<file path="config.mk">
export PLATFORM = sky130hd
export DESIGN_NAME = mem_wb_stage_flat
export DESIGN_NICKNAME = d
export VERILOG_FILES = /design/src/rtl/mem_wb_stage_pkg.sv /design/src/rtl/mem_wb_stage_if.sv /design/src/rtl/mem_wb_stage_load_extend.sv /design/src/rtl/mem_wb_stage.sv /design/src/flat_wrapper.sv
export SDC_FILE = /design/constraint.sdc
export NUM_CORES = 1
export LEC_CHECK = 0
export BUFFER_PORTS_ARGS = -buffer_cell sky130_fd_sc_hd__clkbuf_2
export CORE_ASPECT_RATIO = 0.5
export CORE_MARGIN = 3
export CORE_UTILIZATION = 40
export CTS_CLUSTER_DIAMETER = 200
export CTS_CLUSTER_SIZE = 14
export DETAILED_ROUTE_END_ITERATION = 7
export GPL_TIMING_DRIVEN = 0
export HOLD_SLACK_MARGIN = 0.03
export PLACE_DENSITY = 0.75
export RECOVER_POWER = 25
export SYNTH_ARGS = -nofsm -noshare
export SYNTH_HDL_FRONTEND = slang
export SYNTH_HIERARCHICAL = 1
export SYNTH_SLANG_ARGS = --single-unit
export TNS_END_PERCENT = 10
</file>
<file path="constraint.sdc">
create_clock -name clk -period 2.7 [get_ports clk]
set_input_delay 0.135 -clock clk [delete_from_list [all_inputs] [get_ports clk]]
set_output_delay 0.135 -clock clk [all_outputs]
set_load 0.005 [all_outputs]
</file>
<file path="src/rtl/mem_wb_stage_pkg.sv">
// Shared definitions for the memory / writeback pipeline stage:
// FSM encoding, funct3 and writeback-select codes, control layout and
// small access-size helpers.
package mem_wb_stage_pkg;

    // Memory handshake FSM states
    typedef enum logic {
        ST_IDLE = 1'b0,
        ST_WAIT = 1'b1
    } state_t;

    // Load funct3 codes
    localparam logic [2:0] F3_LB  = 3'b000;
    localparam logic [2:0] F3_LH  = 3'b001;
    localparam logic [2:0] F3_LW  = 3'b010;
    localparam logic [2:0] F3_LBU = 3'b100;
    localparam logic [2:0] F3_LHU = 3'b101;

    // Store funct3 codes
    localparam logic [2:0] F3_SB  = 3'b000;
    localparam logic [2:0] F3_SH  = 3'b001;
    localparam logic [2:0] F3_SW  = 3'b010;

    // Access width, taken from funct3[1:0]
    localparam logic [1:0] SZ_BYTE = 2'b00;
    localparam logic [1:0] SZ_HALF = 2'b01;
    localparam logic [1:0] SZ_WORD = 2'b10;

    // Writeback select codes (interpreted by the writeback stage)
    localparam logic [1:0] WB_FU   = 2'b00;
    localparam logic [1:0] WB_MEM  = 2'b01;
    localparam logic [1:0] WB_PC   = 2'b10;
    localparam logic [1:0] WB_ZERO = 2'b11;

    // Control word arriving from execute
    typedef struct packed {
        logic [4:0] rd;
        logic       we;
        logic [1:0] sel;
        logic       mem_read;
        logic       mem_write;
        logic [2:0] funct3;
    } ctrl_t;

    // Control word handed on to writeback
    typedef struct packed {
        logic [4:0] rd;
        logic       we;
        logic [1:0] sel;
    } wb_ctrl_t;

    // True when the address low bits do not suit the access width
    function automatic logic addr_misaligned(input logic [1:0] width, input logic [1:0] lsb);
        logic result;
        case (width)
            SZ_BYTE: result = 1'b0;
            SZ_HALF: result = lsb[0];
            default: result = |lsb;
        endcase
        return result;
    endfunction

    // Byte-lane enables for an access of the given width at the given offset
    function automatic logic [3:0] byte_enables(input logic [1:0] width, input logic [1:0] lsb);
        logic [3:0] result;
        case (width)
            SZ_BYTE: result = 4'b0001 << lsb;
            SZ_HALF: result = 4'b0011 << lsb;
            default: result = 4'b1111;
        endcase
        return result;
    endfunction

endpackage

</file>
<file path="src/rtl/mem_wb_stage_if.sv">
// Data-memory bus between the memory stage (master) and the memory (slave).
interface mem_wb_stage_if #(
    parameter int size = 32
);
    logic            mem_req_o;
    logic            mem_we_o;
    logic [size-1:0] mem_addr_o;
    logic [size-1:0] mem_wdata_o;
    logic [3:0]      mem_be_o;
    logic            mem_ack_i;
    logic [size-1:0] mem_rdata_i;

    modport master (
        output mem_req_o,
        output mem_we_o,
        output mem_addr_o,
        output mem_wdata_o,
        output mem_be_o,
        input  mem_ack_i,
        input  mem_rdata_i
    );

    modport slave (
        input  mem_req_o,
        input  mem_we_o,
        input  mem_addr_o,
        input  mem_wdata_o,
        input  mem_be_o,
        output mem_ack_i,
        output mem_rdata_i
    );
endinterface

</file>
<file path="src/rtl/mem_wb_stage_load_extend.sv">
// Load alignment: picks the addressed lane out of the read word and
// sign- or zero-extends it according to funct3.
module load_extend
    import mem_wb_stage_pkg::*;
#(
    parameter int size = 32
) (
    input  logic [size-1:0] rdata,
    input  logic [1:0]      offset,
    input  logic [2:0]      funct3,
    output logic [size-1:0] value
);

    logic [size-1:0] lane;

    // Shift the addressed byte lane down to bit 0, then extend
    always_comb begin
        lane = rdata >> {offset, 3'b000};
        case (funct3)
            F3_LB:   value = {{(size-8){lane[7]}}, lane[7:0]};
            F3_LBU:  value = {{(size-8){1'b0}}, lane[7:0]};
            F3_LH:   value = {{(size-16){lane[15]}}, lane[15:0]};
            F3_LHU:  value = {{(size-16){1'b0}}, lane[15:0]};
            default: value = lane;
        endcase
    end

endmodule

</file>
<file path="src/rtl/mem_wb_stage.sv">
// Memory / writeback pipeline stage. Non-memory instructions pass through
// in one cycle; loads and stores hold the upstream stage until the memory
// acknowledges or a wait-cycle budget expires. Misaligned accesses and
// timeouts are reported as single-cycle pulses and retire as bubbles.
module mem_wb_stage
    import mem_wb_stage_pkg::*;
#(
    parameter int size    = 32,
    parameter int TIMEOUT = 16
) (
    input  logic             clk,
    input  logic             rst_n,
    input  logic             valid_i,
    input  logic [size-1:0]  FU_i,
    input  logic [size-1:0]  store_data_i,
    input  logic [size-1:0]  PCplus_i,
    input  logic [12:0]      ctrl_i,
    output logic             stall_o,
    mem_wb_stage_if.master   mem,
    output logic [size-1:0]  FU_o,
    output logic [size-1:0]  MEM_result_o,
    output logic [size-1:0]  PCplus_o,
    output logic [7:0]       Control_Signal_o,
    output logic             misalign_o,
    output logic             bus_err_o
);

    localparam int CW = $clog2(TIMEOUT + 1);

    ctrl_t           ctrl;
    wb_ctrl_t        wb_ctrl;
    logic [1:0]      width;
    state_t          state_reg, state_next;
    logic [CW-1:0]   count_reg, count_next;
    logic            is_mem;
    logic            misaligned;
    logic            aligned;
    logic            timeout;
    logic            req;
    logic            ack_seen;
    logic            stall;
    logic            bubble;
    logic [size-1:0] load_value;

    assign ctrl    = ctrl_t'(ctrl_i);
    assign wb_ctrl = '{rd: ctrl.rd, we: ctrl.we, sel: ctrl.sel};
    assign width   = ctrl.funct3[1:0];

    // Classify the incoming instruction
    always_comb begin
        is_mem     = valid_i & (ctrl.mem_read | ctrl.mem_write);
        misaligned = is_mem & addr_misaligned(width, FU_i[1:0]);
        aligned    = is_mem & ~misaligned;
    end

    // The last permitted wait cycle gives up instead of requesting again
    assign timeout  = (state_reg == ST_WAIT) && (count_reg == CW'(TIMEOUT - 1));
    assign req      = rst_n & aligned & ~timeout;
    assign ack_seen = req & mem.mem_ack_i;
    assign stall    = req & ~mem.mem_ack_i;
    assign bubble   = ~valid_i | misaligned | stall | timeout;

    assign stall_o    = stall;
    assign misalign_o = rst_n & misaligned;
    assign bus_err_o  = rst_n & timeout;

    // Bus outputs follow the held instruction, so they stay stable while waiting
    assign mem.mem_req_o  = req;
    assign mem.mem_we_o   = ctrl.mem_write;
    assign mem.mem_addr_o = {FU_i[size-1:2], 2'b00};
    assign mem.mem_be_o   = byte_enables(width, FU_i[1:0]);

    // Store data replicated across every byte lane that could be selected
    generate
        for (genvar gi = 0; gi < size / 8; gi++) begin : g_wdata_lane
            assign mem.mem_wdata_o[gi*8 +: 8] =
                (width == SZ_BYTE) ? store_data_i[7:0] :
                (width == SZ_HALF) ? store_data_i[(gi % 2)*8 +: 8] :
                                     store_data_i[gi*8 +: 8];
        end
    endgenerate

    load_extend #(.size(size)) u_load_extend (
        .rdata  (mem.mem_rdata_i),
        .offset (FU_i[1:0]),
        .funct3 (ctrl.funct3),
        .value  (load_value)
    );

    // Handshake state and wait-cycle counter
    always_ff @(posedge clk or negedge rst_n) begin
        if (!rst_n) begin
            state_reg <= ST_IDLE;
            count_reg <= '0;
        end else begin
            state_reg <= state_next;
            count_reg <= count_next;
        end
    end

    // Next state: wait while an access is outstanding, leave on ack or timeout
    always_comb begin
        state_next = state_reg;
        count_next = '0;
        case (state_reg)
            ST_IDLE: begin
                if (stall) state_next = ST_WAIT;
            end
            ST_WAIT: begin
                if (!aligned || ack_seen || timeout) state_next = ST_IDLE;
                else                                 count_next = count_reg + CW'(1);
            end
            default: state_next = ST_IDLE;
        endcase
    end

    // Writeback register: bubble unless the instruction retires this cycle
    always_ff @(posedge clk or negedge rst_n) begin
        if (!rst_n) begin
            FU_o             <= '0;
            MEM_result_o     <= '0;
            PCplus_o         <= '0;
            Control_Signal_o <= '0;
        end else if (bubble) begin
            FU_o             <= '0;
            MEM_result_o     <= '0;
            PCplus_o         <= '0;
            Control_Signal_o <= '0;
        end else begin
            FU_o             <= FU_i;
            MEM_result_o     <= (ctrl.mem_read && ack_seen) ? load_value : '0;
            PCplus_o         <= PCplus_i;
            Control_Signal_o <= wb_ctrl;
        end
    end

endmodule

</file>
<file path="src/flat_wrapper.sv">
// flat-port wrapper written by rule: the top's interface ports become plain ports
module mem_wb_stage_flat import mem_wb_stage_pkg::*;
#(
    parameter int size    = 32,
    parameter int TIMEOUT = 16
)
  (clk, rst_n, valid_i, FU_i, store_data_i, PCplus_i, ctrl_i, stall_o, FU_o, MEM_result_o, PCplus_o, Control_Signal_o, misalign_o, bus_err_o, mem_mem_req_o, mem_mem_we_o, mem_mem_addr_o, mem_mem_wdata_o, mem_mem_be_o, mem_mem_ack_i, mem_mem_rdata_i);
  mem_wb_stage_if #(.size(size)) mem_i ();
  input  logic clk;
  input  logic rst_n;
  input  logic valid_i;
  input  logic [size-1:0] FU_i;
  input  logic [size-1:0] store_data_i;
  input  logic [size-1:0] PCplus_i;
  input  logic [12:0] ctrl_i;
  output logic stall_o;
  output logic [size-1:0] FU_o;
  output logic [size-1:0] MEM_result_o;
  output logic [size-1:0] PCplus_o;
  output logic [7:0] Control_Signal_o;
  output logic misalign_o;
  output logic bus_err_o;
  output wire logic [$bits(mem_i.mem_req_o)-1:0] mem_mem_req_o;
  output wire logic [$bits(mem_i.mem_we_o)-1:0] mem_mem_we_o;
  output wire logic [$bits(mem_i.mem_addr_o)-1:0] mem_mem_addr_o;
  output wire logic [$bits(mem_i.mem_wdata_o)-1:0] mem_mem_wdata_o;
  output wire logic [$bits(mem_i.mem_be_o)-1:0] mem_mem_be_o;
  input wire logic [$bits(mem_i.mem_ack_i)-1:0] mem_mem_ack_i;
  input wire logic [$bits(mem_i.mem_rdata_i)-1:0] mem_mem_rdata_i;
  assign mem_mem_req_o = mem_i.mem_req_o;
  assign mem_mem_we_o = mem_i.mem_we_o;
  assign mem_mem_addr_o = mem_i.mem_addr_o;
  assign mem_mem_wdata_o = mem_i.mem_wdata_o;
  assign mem_mem_be_o = mem_i.mem_be_o;
  assign mem_i.mem_ack_i = mem_mem_ack_i;
  assign mem_i.mem_rdata_i = mem_mem_rdata_i;
  mem_wb_stage #(.size(size), .TIMEOUT(TIMEOUT)) u_core (.clk(clk), .rst_n(rst_n), .valid_i(valid_i), .FU_i(FU_i), .store_data_i(store_data_i), .PCplus_i(PCplus_i), .ctrl_i(ctrl_i), .stall_o(stall_o), .mem(mem_i), .FU_o(FU_o), .MEM_result_o(MEM_result_o), .PCplus_o(PCplus_o), .Control_Signal_o(Control_Signal_o), .misalign_o(misalign_o), .bus_err_o(bus_err_o));
endmodule
</file>
==> tab_implementation.tex <==
\begin{tabular}{lr}
\hline
Metric & Value \\
\hline
\multicolumn{2}{l}{\textbf{Final layout}} \\
\quad Multi-input gate area in the final layout & $\sim$2100 um\^{}2 \\
\quad Nets & 1096 \\
\quad Leading registers by flop count & u\_core/FU\_o: 32 flops, u\_core/MEM\_result\_o: 32 flops, u\_core/PCplus\_o: 32 flops \\
\quad Post-route design area & 8170 um\^{}2 \\
\quad Share of layout cells above drive strength 1 & 37.5\% \\
\quad Final instance count without filler cells & 1124 \\
\quad Filler instances & 1155 \\
\quad Antenna diodes & 0 \\
\quad Storage element area & around 2800 um\^{}2 \\
\quad Synthesis-to-layout area growth & 50.6\% \\
\quad Core utilization of the finished layout & between 60\% and 70\% \\
\multicolumn{2}{l}{\textbf{CTS}} \\
\quad Clock root buffer & sky130\_fd\_sc\_hd\_\_clkbuf\_16 \\
\quad Setup fix buffers added after clock tree synthesis & 0 \\
\quad Clock network latency to the later pin of the worst-skew pair & 0.35 ns \\
\quad Inserted Clock Buffers & 9 \\
\quad Worst-path clk slew & 0.07 ns \\
\quad H-tree Lvls & 3 \\
\quad Clock tree from TritonCTS & built \\
\quad Deepest clock path buffer count & 2 \\
\quad Sink count of the clock tree & 110 \\
\multicolumn{2}{l}{\textbf{Synth}} \\
\quad Post-synthesis area per instance & $\sim$9.9 um\^{}2 \\
\quad Yosys cell types & 44 \\
\quad Cell area after synthesis & 5420 um\^{}2 \\
\quad Number of cells produced by synthesis & 547 \\
\quad Proportion of netlist area held by the largest area contributor & 50.8\% \\
\quad Yosys top cell by area & sky130\_fd\_sc\_hd\_\_dfrtp\_1 \\
\quad Yosys warning total & 6 \\
\quad Post-synthesis sequential area ratio & roughly half \\
\quad Register bit count reported by yosys & 110 \\
\quad Leading post-synthesis cells by cell area & sky130\_fd\_sc\_hd\_\_dfrtp\_1, sky130\_fd\_sc\_hd\_\_nand2\_1, sky130\_fd\_sc\_hd\_\_a21oi\_1 \\
\multicolumn{2}{l}{\textbf{GRT}} \\
\quad Maximum number of pins on one net before global-route repair & around 120 \\
\quad Global-route congestion overflow total & 0 \\
\quad Antenna violations before repair & 0 \\
\quad Number of global-route vias before repair & 5392 \\
\quad Total routing usage reported by global routing & 22.7\% \\
\quad First-pass GRT wire length & about 27 mm \\
\multicolumn{2}{l}{\textbf{Detailed routing}} \\
\quad Post-route DRC violation count & 0 \\
\quad Vias per cell & 4.77 \\
\quad First-pass DRT Iterations & 5 \\
\quad Aggregate routed wire length & 17.8 mm \\
\quad Initial drt markers & between 200 and 250 \\
\quad Detail-routed net length per standard cell & 15.9 um \\
\quad Residual antenna-violating net count after detailed routing & 0 \\
\quad Vias post-DR & between 5000 and 6000 \\
\multicolumn{2}{l}{\textbf{Power}} \\
\quad Internal power component & 2.87 mW \\
\quad Worst vdd rail ir drop & 0.381 mV \\
\quad Leak Pwr & 4.31 nW \\
\quad Share of total power in combinational logic & 20.5\% \\
\quad Total power & between 3 and 4 mW \\
\quad Switching power share of the total & 26.8\% \\
\quad Clock share of power & 35.3\% \\
\quad Register share of total power & 44.2\% \\
\quad Net Sw Power & about 1.0 mW \\
\quad Cell Pwr Density & roughly 480 nW/um\^{}2 \\
\multicolumn{2}{l}{\textbf{STA}} \\
\quad Final setup slack of the worst path & 0.342 ns \\
\quad Post-Route Setup TNS & 0 ns \\
\quad Hold violation total from the final report & 0 \\
\quad Unrepaired setup endpoints after global routing & false \\
\quad Worst Max-Slew Pin Slew & 0.963 ns \\
\quad Max-slew violation count & 0 \\
\quad Clock Skew & 0.0115 ns \\
\quad Worst slack on hold paths & around 0.12 ns \\
\quad Post-route minimum period & 2.36 ns \\
\quad Max-Slew Margin vs Limit & 35.1\% \\
\quad Fmax & 424 MHz \\
\quad Setup-violating endpoint count in the final report & 0 \\
\quad Period Utilization, post-route & 87.3\% \\
\multicolumn{2}{l}{\textbf{Placed design}} \\
\quad Number of cells after detailed placement & 1037 \\
\quad Placement-stage cell area & 7240 um\^{}2 \\
\quad Routability cong. & 0.917 \\
\quad Final HPWL from detailed placement & 12.8 mm \\
\quad Worst setup slack after placement & 0.437 ns \\
\quad Count of input and output buffers & 319 \\
\multicolumn{2}{l}{\textbf{Die}} \\
\quad Starting density of the core & between 40\% and 50\% \\
\quad Width of the chip & 171 um \\
\quad Die footprint & about 15000 um\^{}2 \\
\quad Total number of placement rows & 29 \\
\quad Die H & 88.3 um \\
\quad Count of pins on the block boundary & between 300 and 400 \\
\quad Core Area & 13000 um\^{}2 \\
\multicolumn{2}{l}{\textbf{Worst setup path}} \\
\quad Maximum single-stage delay on the critical path & 0.69 ns \\
\quad Crit path cell chain & dlygate4sd3\_1 > clkbuf\_8 > a21bo\_2 > o22ai\_4 > buf\_6 > a21oi\_1 \\
\quad Required @ worst endpoint & 2.89 ns \\
\quad Cell type of the slowest stage on the worst timing path & sky130\_fd\_sc\_hd\_\_clkbuf\_8 \\
\quad CP Class & in -> reg \\
\quad CP bufs+invs & 3 \\
\quad Length in cells of the worst reg-to-reg path & 8 \\
\quad Count of cell instances traversed by the critical path & 6 \\
\quad Arrival @ worst endpoint & 2.55 ns \\
\quad Dominant delay contributor by cell family on the critical path & buffers and inverters \\
\quad CP endpoint kind & flip-flop \\
\quad Startpoint type of the worst setup path & input pin \\
\quad Critical-path maximum fanout & between 100 and 150 \\
\multicolumn{2}{l}{\textbf{Worst hold path}} \\
\quad Hold depth & 3 \\
\quad Tightest Hold Check Type & in -> reg \\
\multicolumn{2}{l}{\textbf{Job}} \\
\quad Max-capacitance violation count & 0 \\
\multicolumn{2}{l}{\textbf{Status}} \\
\quad Outcome & finished, final reports clean \\
\hline
\end{tabular}
[cells in the final DEF (no fill, tap or decap), drive strengths merged, types with 3 or more instances in the layout]
cell / netlist / layout
nor2b: 8 / 8
inv: 4 / 9
nor4: 6 / 6
nand2b: 3 / 3
and3: 4 / 4
clkbuf: 17 / 344
dfrtp: 110 / 110
dlygate4sd3: 0 / 71
buf: 64 / 66
mux2: 16 / 16
nand2: 99 / 99
o21ai: 19 / 19
a21oi: 81 / 81
a211oi: 14 / 14
and2: 32 / 32
nor2: 21 / 21
mux2i: 28 / 28
[kinds of logic (layout without fill, tap and decap cells)]
family                     count (synthesis)  count (layout)  share of synthesized area (%)
xor gates and xnor gates                   2               2                          0.323
AOI/OAI and AO/OA                        125             125                           14.0
other                                      1               2                         0.0692
adders and majority gates                  2               2                          0.462
and+or+nand+nor                          178             178                           15.3
muxes                                     44              44                           8.49
DFF                                      110             110                           50.8
buffers and inverters                     85             491                           10.6
[per-layer routing]
metal / GRT usage (%) / vias up / routed length, um / share of wire, %
met2: 41.7 / 195 / 9190 / 52
met3: 3.88 / 40 / 911 / 5.1
met1: 27.6 / 2533 / 7300 / 41
met4: 7.06 / 0 / 417 / 2.3
li1: - / 2597 / - / -
met5: 0 / - / 0 / 0
[power by group through the flow]
stage                     Combinational [mW]  Clock, mW  Sequential (mW)
after global placement                 0.711          0             1.76
after detailed placement               0.724          0             1.77
after CTS                              0.810       1.41             1.73
after global routing                   0.881       1.49             1.74
after floorplan                        0.345          0             1.77
final                                  0.801       1.38             1.73
[worst min-delay path, cell delays in order]
cell,delay (ns)
sky130_fd_sc_hd__clkbuf_2,0.17
sky130_fd_sc_hd__nand2_1,0.09
sky130_fd_sc_hd__a21oi_1,0.04
[area by class of cell]
cell class                      instances  area share [%]
Sequential cell                       110            33.7
Timing Repair Buffer                  390            27.1
Multi-Input combinational cell        353            25.7
Buffer                                 81            6.83
Clock buffer                           10            2.93
Tap cell                              170            2.60
Clock inverter                          6           0.904
Inverter                                4           0.184
[worst paths after layout]
check	start	endpoint	slack [ns]
setup / recovery	rst_n	u_core/PCplus_o[5]$_DFF_PN0_	0.34
hold / removal	FU_i[1]	u_core/FU_o[1]$_DFF_PN0_	0.12
setup reg to reg	u_core/count_reg[0]$_DFF_PN0_	u_core/PCplus_o[5]$_DFF_PN0_	0.43
hold reg to reg	u_core/count_reg[0]$_DFF_PN0_	u_core/count_reg[0]$_DFF_PN0_	0.49
max in group asynchronous	rst_n	u_core/FU_o[31]$_DFF_PN0_	1.61
min in group asynchronous	rst_n	u_core/FU_o[17]$_DFF_PN0_	0.49
[cells in the mapped netlist, drive strengths merged]
| cell | count |
|---|---|
| o211a | 1 |
| xor2 | 1 |
| a21bo | 1 |
| nand2b | 3 |
| clkbuf | 17 |
| o21ai | 19 |
| and3 | 4 |
| buf | 64 |
| mux2 | 16 |
| nand3b | 2 |
| nor4 | 6 |
| o211ai | 2 |
| nor2b | 8 |
| xnor2 | 1 |
| mux2i | 28 |
| nand2 | 99 |
| and2 | 32 |
| ha | 2 |
| a21boi | 2 |
| o21a | 1 |
| nor3 | 2 |
| a211oi | 14 |
| o22ai | 1 |
| conb | 1 |
| nor2 | 21 |
| dfrtp | 110 |
| a311oi | 1 |
| o21bai | 2 |
| inv | 4 |
| nand3 | 1 |
| a21oi | 81 |
[what timing repair did]
item,in CTS,in global routing
hold buffers,71,0
resized for setup,0,0
endpoints found under the setup margin,0,0
hold endpoints to repair,180,0
Power figures use the tool's default switching activity.
